**config.mk**
```make
export PLATFORM = sky130hd
export DESIGN_NAME = sdram_init_ctrl
export DESIGN_NICKNAME = d
export VERILOG_FILES = /design/src/rtl/sdram_init_ctrl.sv
export SDC_FILE = /design/constraint.sdc
export NUM_CORES = 1
export LEC_CHECK = 0
export CAP_MARGIN = 20
export CORE_MARGIN = 4
export CORE_UTILIZATION = 57
export DETAILED_ROUTE_END_ITERATION = 10
export PLACE_DENSITY = 0.79
export SLEW_MARGIN = 0
export SYNTH_ARGS = -nofsm -noshare
export SYNTH_HDL_FRONTEND = slang
export SYNTH_SLANG_ARGS = --single-unit
```
**constraint.sdc**
```tcl
create_clock -name clk -period 2.4 [get_ports clk]
set_input_delay 0.72 -clock clk [delete_from_list [all_inputs] [get_ports clk]]
set_output_delay 0.72 -clock clk [all_outputs]
set_load 0.02 [all_outputs]
```
**src/rtl/sdram_init_ctrl.sv**
```systemverilog
// SDRAM power-up initialization sequencer (WAIT/PRECHARGE/REFRESH/LOAD MODE)
// followed by a free-running refresh-interval timer with a req/ack handshake.
module sdram_init_ctrl #(
    parameter int unsigned T_POWERUP    = 10600,
    parameter int unsigned T_RP         = 2,
    parameter int unsigned T_RFC        = 4,
    parameter int unsigned T_MRD        = 2,
    parameter int unsigned NUM_REF      = 8,
    parameter logic [12:0] MODE_REG     = 13'h032,
    parameter int unsigned REF_INTERVAL = 400
) (
    input  logic        clk,
    input  logic        sys_rst_n,
    input  logic        ref_ack,
    output logic        sdr_cke,
    output logic        sdr_cs_n,
    output logic        sdr_ras_n,
    output logic        sdr_cas_n,
    output logic        sdr_we_n,
    output logic [1:0]  sdr_ba,
    output logic [12:0] sdr_addr,
    output logic        init_done,
    output logic        ref_req,
    output logic        ref_miss
);

    localparam int unsigned CNT_W = 16;
    localparam int unsigned NUM_W = 4;

    localparam logic [CNT_W-1:0] T_POWERUP_C = CNT_W'(T_POWERUP);
    localparam logic [CNT_W-1:0] T_RP_C      = CNT_W'(T_RP);
    localparam logic [CNT_W-1:0] T_RFC_C     = CNT_W'(T_RFC);
    localparam logic [CNT_W-1:0] T_MRD_C     = CNT_W'(T_MRD);
    localparam logic [CNT_W-1:0] REF_LAST_C  = CNT_W'(REF_INTERVAL - 1);
    localparam logic [NUM_W-1:0] NUM_REF_C   = NUM_W'(NUM_REF);

    // {cs_n, ras_n, cas_n, we_n}
    localparam logic [3:0] CMD_INHIBIT = 4'b1111;
    localparam logic [3:0] CMD_NOP     = 4'b0111;
    localparam logic [3:0] CMD_PRE     = 4'b0010;
    localparam logic [3:0] CMD_REF     = 4'b0001;
    localparam logic [3:0] CMD_LMR     = 4'b0000;

    typedef enum logic [2:0] {
        S_WAIT,
        S_PRE,
        S_REF,
        S_LMR,
        S_DONE
    } state_t;

    state_t           state, state_d;
    logic [CNT_W-1:0] cnt, cnt_d;
    logic [CNT_W-1:0] ref_cnt, ref_cnt_d;
    logic [NUM_W-1:0] ref_num, ref_num_d;
    logic [3:0]       cmd_q, cmd_d;
    logic             cke_q, cke_d;
    logic [1:0]       ba_q, ba_d;
    logic [12:0]      addr_q, addr_d;
    logic             done_q, done_d;
    logic             req_q, req_d;
    logic             miss_q, miss_d;

    // State, counters and every output are registered here.
    always_ff @(posedge clk or negedge sys_rst_n) begin
        if (!sys_rst_n) begin
            state   <= S_WAIT;
            cnt     <= '0;
            ref_cnt <= '0;
            ref_num <= '0;
            cmd_q   <= CMD_INHIBIT;
            cke_q   <= 1'b0;
            ba_q    <= '0;
            addr_q  <= '0;
            done_q  <= 1'b0;
            req_q   <= 1'b0;
            miss_q  <= 1'b0;
        end else begin
            state   <= state_d;
            cnt     <= cnt_d;
            ref_cnt <= ref_cnt_d;
            ref_num <= ref_num_d;
            cmd_q   <= cmd_d;
            cke_q   <= cke_d;
            ba_q    <= ba_d;
            addr_q  <= addr_d;
            done_q  <= done_d;
            req_q   <= req_d;
            miss_q  <= miss_d;
        end
    end

    // cnt holds cycles elapsed since the last command; a command fires when it
    // reaches the phase's wait time, so each command lasts exactly one cycle.
    always_comb begin
        state_d   = state;
        cnt_d     = cnt;
        ref_cnt_d = ref_cnt;
        ref_num_d = ref_num;
        cmd_d     = CMD_NOP;
        cke_d     = 1'b1;
        ba_d      = '0;
        addr_d    = '0;
        done_d    = done_q;
        req_d     = req_q;
        miss_d    = miss_q;

        case (state)
            S_WAIT: begin
                if (cnt == T_POWERUP_C) begin
                    cmd_d      = CMD_PRE;
                    addr_d[10] = 1'b1;
                    state_d    = S_PRE;
                    cnt_d      = CNT_W'(1);
                end else begin
                    cnt_d = cnt + CNT_W'(1);
                end
            end
            S_PRE: begin
                if (cnt == T_RP_C) begin
                    cmd_d     = CMD_REF;
                    ref_num_d = NUM_W'(1);
                    state_d   = S_REF;
                    cnt_d     = CNT_W'(1);
                end else begin
                    cnt_d = cnt + CNT_W'(1);
                end
            end
            S_REF: begin
                if (cnt == T_RFC_C) begin
                    if (ref_num == NUM_REF_C) begin
                        cmd_d   = CMD_LMR;
                        addr_d  = MODE_REG;
                        state_d = S_LMR;
                    end else begin
                        cmd_d     = CMD_REF;
                        ref_num_d = ref_num + NUM_W'(1);
                    end
                    cnt_d = CNT_W'(1);
                end else begin
                    cnt_d = cnt + CNT_W'(1);
                end
            end
            S_LMR: begin
                if (cnt == T_MRD_C) begin
                    done_d    = 1'b1;
                    state_d   = S_DONE;
                    cnt_d     = '0;
                    ref_cnt_d = '0;
                end else begin
                    cnt_d = cnt + CNT_W'(1);
                end
            end
            S_DONE: begin
                // A wrap always (re)raises the request; an ack on the wrap cycle
                // is consumed by the new request rather than counted as a miss.
                if (ref_cnt == REF_LAST_C) begin
                    ref_cnt_d = '0;
                    req_d     = 1'b1;
                    if (req_q && !ref_ack) begin
                        miss_d = 1'b1;
                    end
                end else begin
                    ref_cnt_d = ref_cnt + CNT_W'(1);
                    if (req_q && ref_ack) begin
                        req_d = 1'b0;
                    end
                end
            end
            default: begin
                state_d = S_WAIT;
            end
        endcase
    end

    assign sdr_cke   = cke_q;
    assign sdr_cs_n  = cmd_q[3];
    assign sdr_ras_n = cmd_q[2];
    assign sdr_cas_n = cmd_q[1];
    assign sdr_we_n  = cmd_q[0];
    assign sdr_ba    = ba_q;
    assign sdr_addr  = addr_q;
    assign init_done = done_q;
    assign ref_req   = req_q;
    assign ref_miss  = miss_q;

endmodule
```
==> impl_metrics.csv, run 1 <==
group,metric,value,unit
run_status,status,"completed",
placement,place_hpwl,4270,um
critical_path,slowest_stage,"or4_1",
floorplan,core,4500,um^2
synth,synth_most_common_cell,"dfrtp_1",
sta,min_period,2.24,ns
routing,drt-total-wl,5820,um
synth,synth-xor-area-share,2.56,%
pwr,powerDensity,496,nW/um^2
routing,final_antenna_net_count,0,
critical_path,cp_data_arrival_time,2.46,ns
cts,post_cts_buffers,0,
floorplan,die-area,5980,um^2
routing,first_pass_iters,4,
synth,synth_flop_cell,"dfrtp_1",
sta,hold_violations,0,
synth,synth_area_leader_cell,"dfrtp_1",
synth,synth_edf_count,0,
cts,htreeDepth,2,
critical_path,crit_path_start,"cnt[3]$_DFFE_PN0P_",
global_routing,grt_pass1_vias,2090,
synth,syn_inst,289,
routing,highest_layer,"met4",
synth,synth_mux_area_share,1.19,%
critical_path,slowest_delay,0.64,ns
global_routing,grt_pass1_wl,9880,um
cts,insertion_delay,0.30,ns
critical_path,reg2reg_from,"cnt[3]$_DFFE_PN0P_",
synth,synth_fa_ha_area_share,2.74,%
critical_path,required,2.62,ns
floorplan,rows,24,
job,max_cap_viol_count,0,
floorplan,pin_count,26,
critical_path,critical_path_class,"reg -> reg",
critical_path,crit_fanout,7,
routing,wl_per_cell,16.4,um
synth,yosys.cell_types.count,52,
critical_path,path_delay_family,"simple AND/OR/NAND/NOR gates",
placement,gp_congestion,0.896,
synth,synth_top_family_by_area,"simple AND/OR/NAND/NOR gates",
global_routing,grt_overflow,0,
sta,finClkSkew,0.00515,ns
synth,synth_compound_area_share,15.0,%
synth,netlist_top_cells_area,"dfrtp_1, nand3_1, nand2_1",
critical_path,r2r_cells,5,
cts,clock_path_buffers,2,
routing,dr.first_iter.drc_count,119,
worst_hold_path,hp-class,"in -> async",
cts,clkTransAtPathRegs,0.09,ns
critical_path,rrSetupSlack,0.16,ns
global_routing,grt_max_degree,28,
pwr,total_power,0.00150,W
floorplan,die_x,77.3,um
layout,layout-drive-gt1-share,11.6,%
routing,wl_met3,287,um
routing,viasPerCell,6.19,
synth,synth_common_cells,"dfrtp_1, nand2_1, nand3_1",
synth,postSynthAreaPerCell,9.48,um^2
sta,fmax,0.447,GHz
cts,cts_tree,"built",
routing,wl_met1,2610,um
placement,portBuffers,14,
sta,rsz0062_at_grt,"no",
synth,synth_warnings,0,
routing,route.detailed.drc,0,
sta,tightest_slew,0.529,ns
critical_path,r2r_end,"ref_num[1]$_DFFE_PN0P_",
sta,finalMaxSlewViolations,0,
sta,slew_headroom,64.4,%
layout,antenna_cells,0,
floorplan,die_h,77.3,um
synth,synthesis.area,2740,um^2
synth,synth_seq_cells,49,
cts,cts_buffers,5,
critical_path,crit_end,"ref_num[1]$_DFFE_PN0P_",
synth,ys_seq_area_share,45.0,%
floorplan,start_util,60.8,%
global_routing,antenna_found_initial,0,
sta,fin_crit_sh,93.3,%
synth,yosysTopAreaCellShare,41.1,%
critical_path,path_cells,"nor4_4 > nand4_1 > or4_1 > a21oi_2 > mux2i_1",
routing,dr_total_vias,2196,
cts,clkSinkCount,49,
cts,cts_root_buf,"clkbuf_8",
critical_path,critPathBufInv,0,
pwr,peakVddDrop,0.000306,V
pwr,leakage,1.29,nW
critical_path,cp-start-kind,"register",
critical_path,end_kind,"register",
global_routing,track_usage,20.6,%
routing,dr_wl_met2,2890,um
layout,fin_nets,311,
sta,setup_tns,0,ns
synth,async_flop_share,100,%
layout,areaGrowthSynthToFinish,10.0,%
layout,fillers,352,
sta,setup_viol,0,
synth,synth-simple-area-share,25.5,%
critical_path,worst-path-stages,5,
==> how the worst min path moves through the flow <==
stage                               from                      to  slack, ns  depth (start not counted)
CTS                            sys_rst_n  ref_cnt[2]$_DFFE_PN0P_       0.27                          1
detailed placement  ref_miss$_DFFE_PN0P_    ref_miss$_DFFE_PN0P_       0.47                          1
global placement    ref_miss$_DFFE_PN0P_    ref_miss$_DFFE_PN0P_       0.45                          1
floorplan                      sys_rst_n      cnt[0]$_DFFE_PN0P_       0.42                          0
finish                         sys_rst_n  ref_cnt[2]$_DFFE_PN0P_       0.27                          1
global route                   sys_rst_n  ref_cnt[2]$_DFFE_PN0P_       0.27                          1
==> sequential cells by signal, summed over array words and instances (netlist names) <==
name / cells
cmd_q: 4
ref_miss: 1
state: 3
sdr_cke: 1
sdr_addr: 2
cnt: 16
init_done: 1
ref_cnt: 16
ref_num: 4
ref_req: 1
==> logic make-up after synthesis <==
logic type	count (synthesis)
compound gates	60
xor+xnor	8
fa+ha+maj	6
buf+inv	39
flops	49
mux	3
other cells	2
simple gates	122
==> metrics by stage <==
stage               hold WS (ns)  area [um^2]  worst slack (ns)  util [%]  std cells
floorplan                  0.424         2780             0.293         -        300
global placement           0.450         2890             0.259      64.1        347
detailed placement         0.469         2890             0.140      64.1        347
CTS                        0.273         3010             0.115      66.8        355
global route               0.274         3010            0.0662      66.9        355
finish                     0.273         3010             0.161      66.9        355
==> power breakdown <==
part           switching [W]  internal, W  leakage, nW
combinational      0.0000362   0.00000936        0.576
clock               0.000283     0.000339       0.0574
sequential       0.000000418     0.000827        0.654
==> layer usage <==
layer | track usage [%] | vias to the layer above
met2 | 34.1 | 71
met5 | 0 | -
li1 | - | 1054
met3 | 4.57 | 7
met4 | 6.76 | 0
met1 | 26.8 | 1064
==> final cells by class <==
| class | instances | area (um^2) | share of cell area, % |
|---|---|---|---|
| multi-input combinational | 212 | 1340 | 44.5 |
| sequential | 49 | 1230 | 40.9 |
| timing repair buffer | 23 | 215 | 7.14 |
| clock buffer | 6 | 82.6 | 2.74 |
| tap | 52 | 65.1 | 2.16 |
| inverter | 11 | 41.3 | 1.37 |
| clock inverter | 2 | 37.5 | 1.25 |
==> timing repair <==
item | in CTS | in global routing
endpoints found under the setup margin | 0 | 1
resized for setup | 0 | 1
hold buffers | 0 | 0
==> cells in the final DEF, fill, tap and decap left out, types with 6 or more instances in the layout <==
cell	Yosys	layout
and2_1	7	7
conb_1	2	13
nand2_1	31	31
clkbuf_8	0	6
nand4_1	7	7
ha_1	6	6
buf_4	13	8
nand3_1	25	25
nor2_1	12	12
dfrtp_1	45	45
xnor2_1	8	8
a21oi_1	8	7
o21ai_0	10	10
nor3_1	6	6
clkdlybuf4s50_1	0	13
inv_1	9	9
a31oi_1	14	14
==> worst reg2reg max path: stages (launching register included) <==
cell	delay [ns]
dfrtp_1	0.47
nor4_4	0.37
nand4_1	0.19
or4_1	0.64
a21oi_2	0.26
mux2i_1	0.24
(Power assumes the default switching activity.)
==> run 2: changes to the inputs <==
CORE_ASPECT_RATIO = 1.5   (was default)
CTS_CLUSTER_DIAMETER = 80   (was default)
==> impl_metrics.csv, run 2 (synthesized netlist as in run 1, its figures left out) <==
group,metric,value,unit
run_status,status,"completed",
pwr,powerDensity,451,nW/um^2
sta,hold_ws,0.373,ns
routing,dr_total_vias,2220,
global_routing,grt_pass1_wl,10400,um
layout,final_common_cell,"dfrtp_1",
sta,finalMaxSlewViolations,0,
critical_path,path_cells,"nor3_1 > nand4_1 > or4_1 > a21oi_1 > mux2i_1",
routing,wl_per_cell,15.9,um
critical_path,crit_fanout,6,
sta,worst_slack,0.116,ns
global_routing,grt_max_degree,25,
global_routing,grt_pass1_vias,2235,
routing,final_antenna_net_count,0,
sta,fmax,0.438,GHz
cts,cts_buffers,5,
sta,rsz0062_at_grt,"no",
cts,clock_path_buffers,2,
critical_path,path_delay_family,"simple AND/OR/NAND/NOR gates",
global_routing,grt_use_met1,25.4,%
placement,place_hpwl,4340,um
critical_path,required,2.63,ns
routing,first_pass_iters,5,
cts,post_cts_buffers,0,
layout,fillers,404,
layout,layout-drive-gt1-share,11.1,%
placement,gp_congestion,0.878,
floorplan,die_x,64.6,um
sta,slew_headroom,53.0,%
sta,fin_crit_sh,95.2,%
sta,finClkSkew,0.00714,ns
routing,viasPerCell,6.02,
layout,regArea,1230,um^2
floorplan,die-area,6000,um^2
floorplan,die_h,92.9,um
floorplan,pin_count,26,
global_routing,track_usage,22.0,%
global_routing,grtUsageMet2,38.4,%
routing,route.detailed.drc,0,
layout,areaGrowthSynthToFinish,9.09,%
sta,hold_violations,0,
placement,dpl_worst_slack,0.149,ns
critical_path,end_kind,"register",
global_routing,use_met3,3.88,%
floorplan,core,4580,um^2
cts,cts_tree,"built",
pwr,leakage,1.28,nW
cts,hold_buffers,0,
global_routing,antenna_found_initial,0,
global_routing,grt-busiest-layer,"met2",
critical_path,cp-start-kind,"register",
cts,cts_resized,0,
pwr,peakVddDrop,0.000269,V
job,max_cap_viol_count,0,
cts,htreeDepth,2,
global_routing,grt_overflow,0,
floorplan,start_util,59.8,%
layout,fin_nets,313,
layout,mostFrequentLayoutCells,"dfrtp_1, nand2_1, nand3_1",
cts,clkSinkCount,49,
critical_path,cp_data_arrival_time,2.52,ns
sta,tightest_slew,0.702,ns
critical_path,slowest_stage,"or4_1",
cts,insertion_delay,0.31,ns
sta,setup_viol,0,
sta,min_period,2.28,ns
critical_path,critical_path_class,"reg -> reg",
worst_hold_path,hp-class,"in -> async",
sta,setup_tns,0,ns
layout,antenna_cells,0,
routing,drt-total-wl,5880,um
cts,clkTransAtPathRegs,0.09,ns
cts,cts_root_buf,"clkbuf_8",
routing,dr.first_iter.drc_count,149,
critical_path,slowest_delay,0.62,ns
critical_path,critPathBufInv,0,
layout,reg_top3,"cnt x16, ref_cnt x16",
layout,multi_input_area,1340,um^2
placement,portBuffers,14,
floorplan,rows,30,
run 2: cell count changes in the layout (fill, tap and decap cells not counted):
cell,delta
buf_4,+3
clkbuf_1,+2
a21oi_2,-1
buf_12,-1
clkinvlp_4,-1
clkinv_2,+1
bufinv_16,-1
a21oi_1,+1
clkbuf_8,-1
run 2: stage by stage:
stage / cell area, um^2 / total power (W) / instances / utilization, %
5_1_grt: 2990 / 0.00141 / 369 / 65.2
2_1_floorplan: 2780 / 0.000876 / 300 / -
6_report: 2990 / 0.00135 / 369 / 65.2
3_3_place_gp: 2910 / 0.000887 / 361 / 63.5
4_1_cts: 2990 / 0.00135 / 369 / 65.2
3_5_place_dp: 2910 / 0.000887 / 361 / 63.5
run 2: cell type report:
| class | instances | area share [%] |
|---|---|---|
| flip-flops and latches | 49 | 41.2 |
| repair buffers | 25 | 7.29 |
| inverters | 11 | 1.38 |
| well taps | 64 | 2.68 |
| clock buffers | 7 | 2.55 |
| clock inverters | 1 | 0.168 |
| multi-input cells | 212 | 44.7 |
run 2: power by group:
part | total, W | switching [W] | internal (W)
logic | 0.0000420 | 0.0000348 | 0.00000713
clock network | 0.000477 | 0.000272 | 0.000205
registers | 0.000828 | 0.000000427 | 0.000827
total | 0.00135 | 0.000307 | 0.00104
run 2: worst reg2reg max path, delay by kind of cell (launching register included):
| family | cells | cell delay [ns] |
|---|---|---|
| AND/OR/NAND/NOR | 3 | 1.26 |
| flip-flops | 1 | 0.44 |
| multiplexers | 1 | 0.21 |
| AO/OA/AOI/OAI | 1 | 0.30 |
run 2: path summary, 6_finish.rpt:
check / start / to / slack [ns] / cells past startpoint
max: cnt[9]$_DFFE_PN0P_ / ref_num[1]$_DFFE_PN0P_ / 0.12 / 5
min: sys_rst_n / ref_req$_DFFE_PN0P_ / 0.37 / 1
max reg2reg: cnt[9]$_DFFE_PN0P_ / ref_num[1]$_DFFE_PN0P_ / 0.12 / 5
min reg2reg: ref_miss$_DFFE_PN0P_ / ref_miss$_DFFE_PN0P_ / 0.48 / 1
max in group asynchronous: sys_rst_n / cmd_q[1]$_DFF_PN1_ / 1.34 / 2
min in group clk: ref_miss$_DFFE_PN0P_ / ref_miss$_DFFE_PN0P_ / 0.48 / 1
run 2: metal layers:
metal / vias up / part of all wire [%]
met4: 0 / 3.0
met1: 1083 / 39
met5: - / 0
met3: 20 / 3.1
li1: 1059 / -
met2: 58 / 55
==> run 3: changes to the inputs <==
CORE_UTILIZATION = 59   (was 57)
CTS_BUF_LIST = sky130_fd_sc_hd__clkbuf_8   (was default)
PLACE_DENSITY = 0.82   (was 0.79)
==> impl_metrics.csv, run 3 (synthesized netlist as in run 1, its figures left out) <==
group,metric,value,unit
critical_path,critical_path_class,"reg -> reg",
placement,portBuffers,14,
sta,hold_violations,0,
floorplan,die_x,63.6,um
floorplan,die-area,5820,um^2
cts,htreeDepth,2,
routing,dr_total_vias,2249,
critical_path,slowest_delay,0.62,ns
critical_path,cp-start-kind,"register",
pwr,peakVddDrop,0.000314,V
routing,viasPerCell,6.32,
routing,dr.first_iter.drc_count,130,
cts,post_cts_buffers,0,
global_routing,grt_pass1_wl,10200,um
layout,layout-drive-gt1-share,11.7,%
routing,final_antenna_net_count,0,
routing,drt-total-wl,6130,um
worst_hold_path,hp-class,"in -> async",
critical_path,required,2.63,ns
pwr,leakage,1.30,nW
global_routing,track_usage,22.3,%
layout,mostFrequentLayoutCells,"dfrtp_1, nand2_1, nand3_1",
routing,wl_per_cell,17.2,um
floorplan,start_util,60.8,%
cts,clkSinkCount,49,
placement,gp_congestion,0.852,
critical_path,end_kind,"register",
cts,insertion_delay,0.31,ns
critical_path,path_delay_family,"simple AND/OR/NAND/NOR gates",
sta,tightest_slew,0.866,ns
layout,areaGrowthSynthToFinish,9.14,%
sta,fmax,0.449,GHz
critical_path,critPathBufInv,0,
cts,hold_buffers,0,
global_routing,grt_overflow,0,
cts,cts_resized,0,
layout,fillers,375,
cts,cts_buffers,5,
layout,stdcell_count,356,
layout,reg_top3,"cnt x16, ref_cnt x16",
critical_path,cp_data_arrival_time,2.46,ns
cts,cts_root_buf,"clkbuf_8",
critical_path,path_cells,"nor3_1 > nand4_1 > or4_1 > a21oi_1 > mux2i_1",
routing,route.detailed.drc,0,
cts,cts_tree,"built",
floorplan,pin_count,26,
placement,place_hpwl,4450,um
placement,placed_area,2910,um^2
sta,setup_tns,0,ns
sta,rsz0062_at_grt,"no",
critical_path,slowest_stage,"or4_1",
job,max_cap_viol_count,0,
floorplan,rows,30,
run_status,status,"completed",
pwr,powerDensity,445,nW/um^2
layout,final_common_cell,"dfrtp_1",
floorplan,core,4500,um^2
sta,slew_headroom,42.0,%
layout,fin_nets,316,
placement,dp_cells,348,
sta,min_period,2.23,ns
layout,antenna_cells,0,
floorplan,die_h,91.4,um
sta,fin_crit_sh,92.8,%
critical_path,rrSetupSlack,0.17,ns
global_routing,antenna_found_initial,0,
sta,finalMaxSlewViolations,0,
global_routing,grt_pass1_vias,2185,
layout,design_area,2990,um^2
global_routing,grt_max_degree,24,
sta,finClkSkew,0.00697,ns
cts,clock_path_buffers,2,
critical_path,crit_fanout,6,
sta,setup_viol,0,
cts,clkTransAtPathRegs,0.09,ns
routing,first_pass_iters,4,
run 3: worst paths after layout:
path	end	cells past startpoint	startpoint
setup / recovery	ref_num[1]$_DFFE_PN0P_	5	cnt[7]$_DFFE_PN0P_
hold / removal	cnt[0]$_DFFE_PN0P_	1	sys_rst_n
setup reg to reg	ref_num[1]$_DFFE_PN0P_	5	cnt[7]$_DFFE_PN0P_
hold reg to reg	ref_miss$_DFFE_PN0P_	1	ref_miss$_DFFE_PN0P_
max in group asynchronous	cmd_q[1]$_DFF_PN1_	2	sys_rst_n
min in group clk	ref_miss$_DFFE_PN0P_	1	ref_miss$_DFFE_PN0P_
run 3: stage by stage:
step | worst slack, ns | utilization, % | hold slack (ns) | power, W
after floorplan | 0.293 | - | 0.424 | 0.000876
after detailed placement | 0.194 | 64.6 | 0.454 | 0.000887
final | 0.174 | 66.4 | 0.383 | 0.00133
after CTS | 0.177 | 66.4 | 0.400 | 0.00134
after global placement | 0.259 | 64.6 | 0.454 | 0.000887
after global routing | 0.0714 | 66.4 | 0.408 | 0.00138
run 3: worst reg2reg max path, stage by stage, from the launching register on:
cell     delay [ns]
dfrtp_1        0.42
nor3_1         0.38
nand4_1        0.21
or4_1          0.62
a21oi_1        0.30
mux2i_1        0.21
run 3: report_power, final:
group | switching (W) | internal (W)
combinational | 0.0000351 | 0.00000715
clock | 0.000265 | 0.000195
sequential | 0.000000451 | 0.000827
run 3: layout make-up:
class / instances / area, um^2 / area share, %
inverters: 11 / 41.3 / 1.38
repair buffers: 28 / 240 / 8.04
clock inverters: 3 / 11.3 / 0.377
well taps: 48 / 60.1 / 2.01
clock buffers: 5 / 68.8 / 2.30
multi-input cells: 212 / 1340 / 44.7
flip-flops and latches: 49 / 1230 / 41.2
run 3: routing by layer:
layer / vias to the layer above / GRT usage [%] / routed length, um
met1: 1093 / 24.5 / 2320
li1: 1061 / - / -
met3: 18 / 4.21 / 260
met4: 0 / 12.1 / 209
met2: 77 / 39.5 / 3340
met5: - / 0 / 0
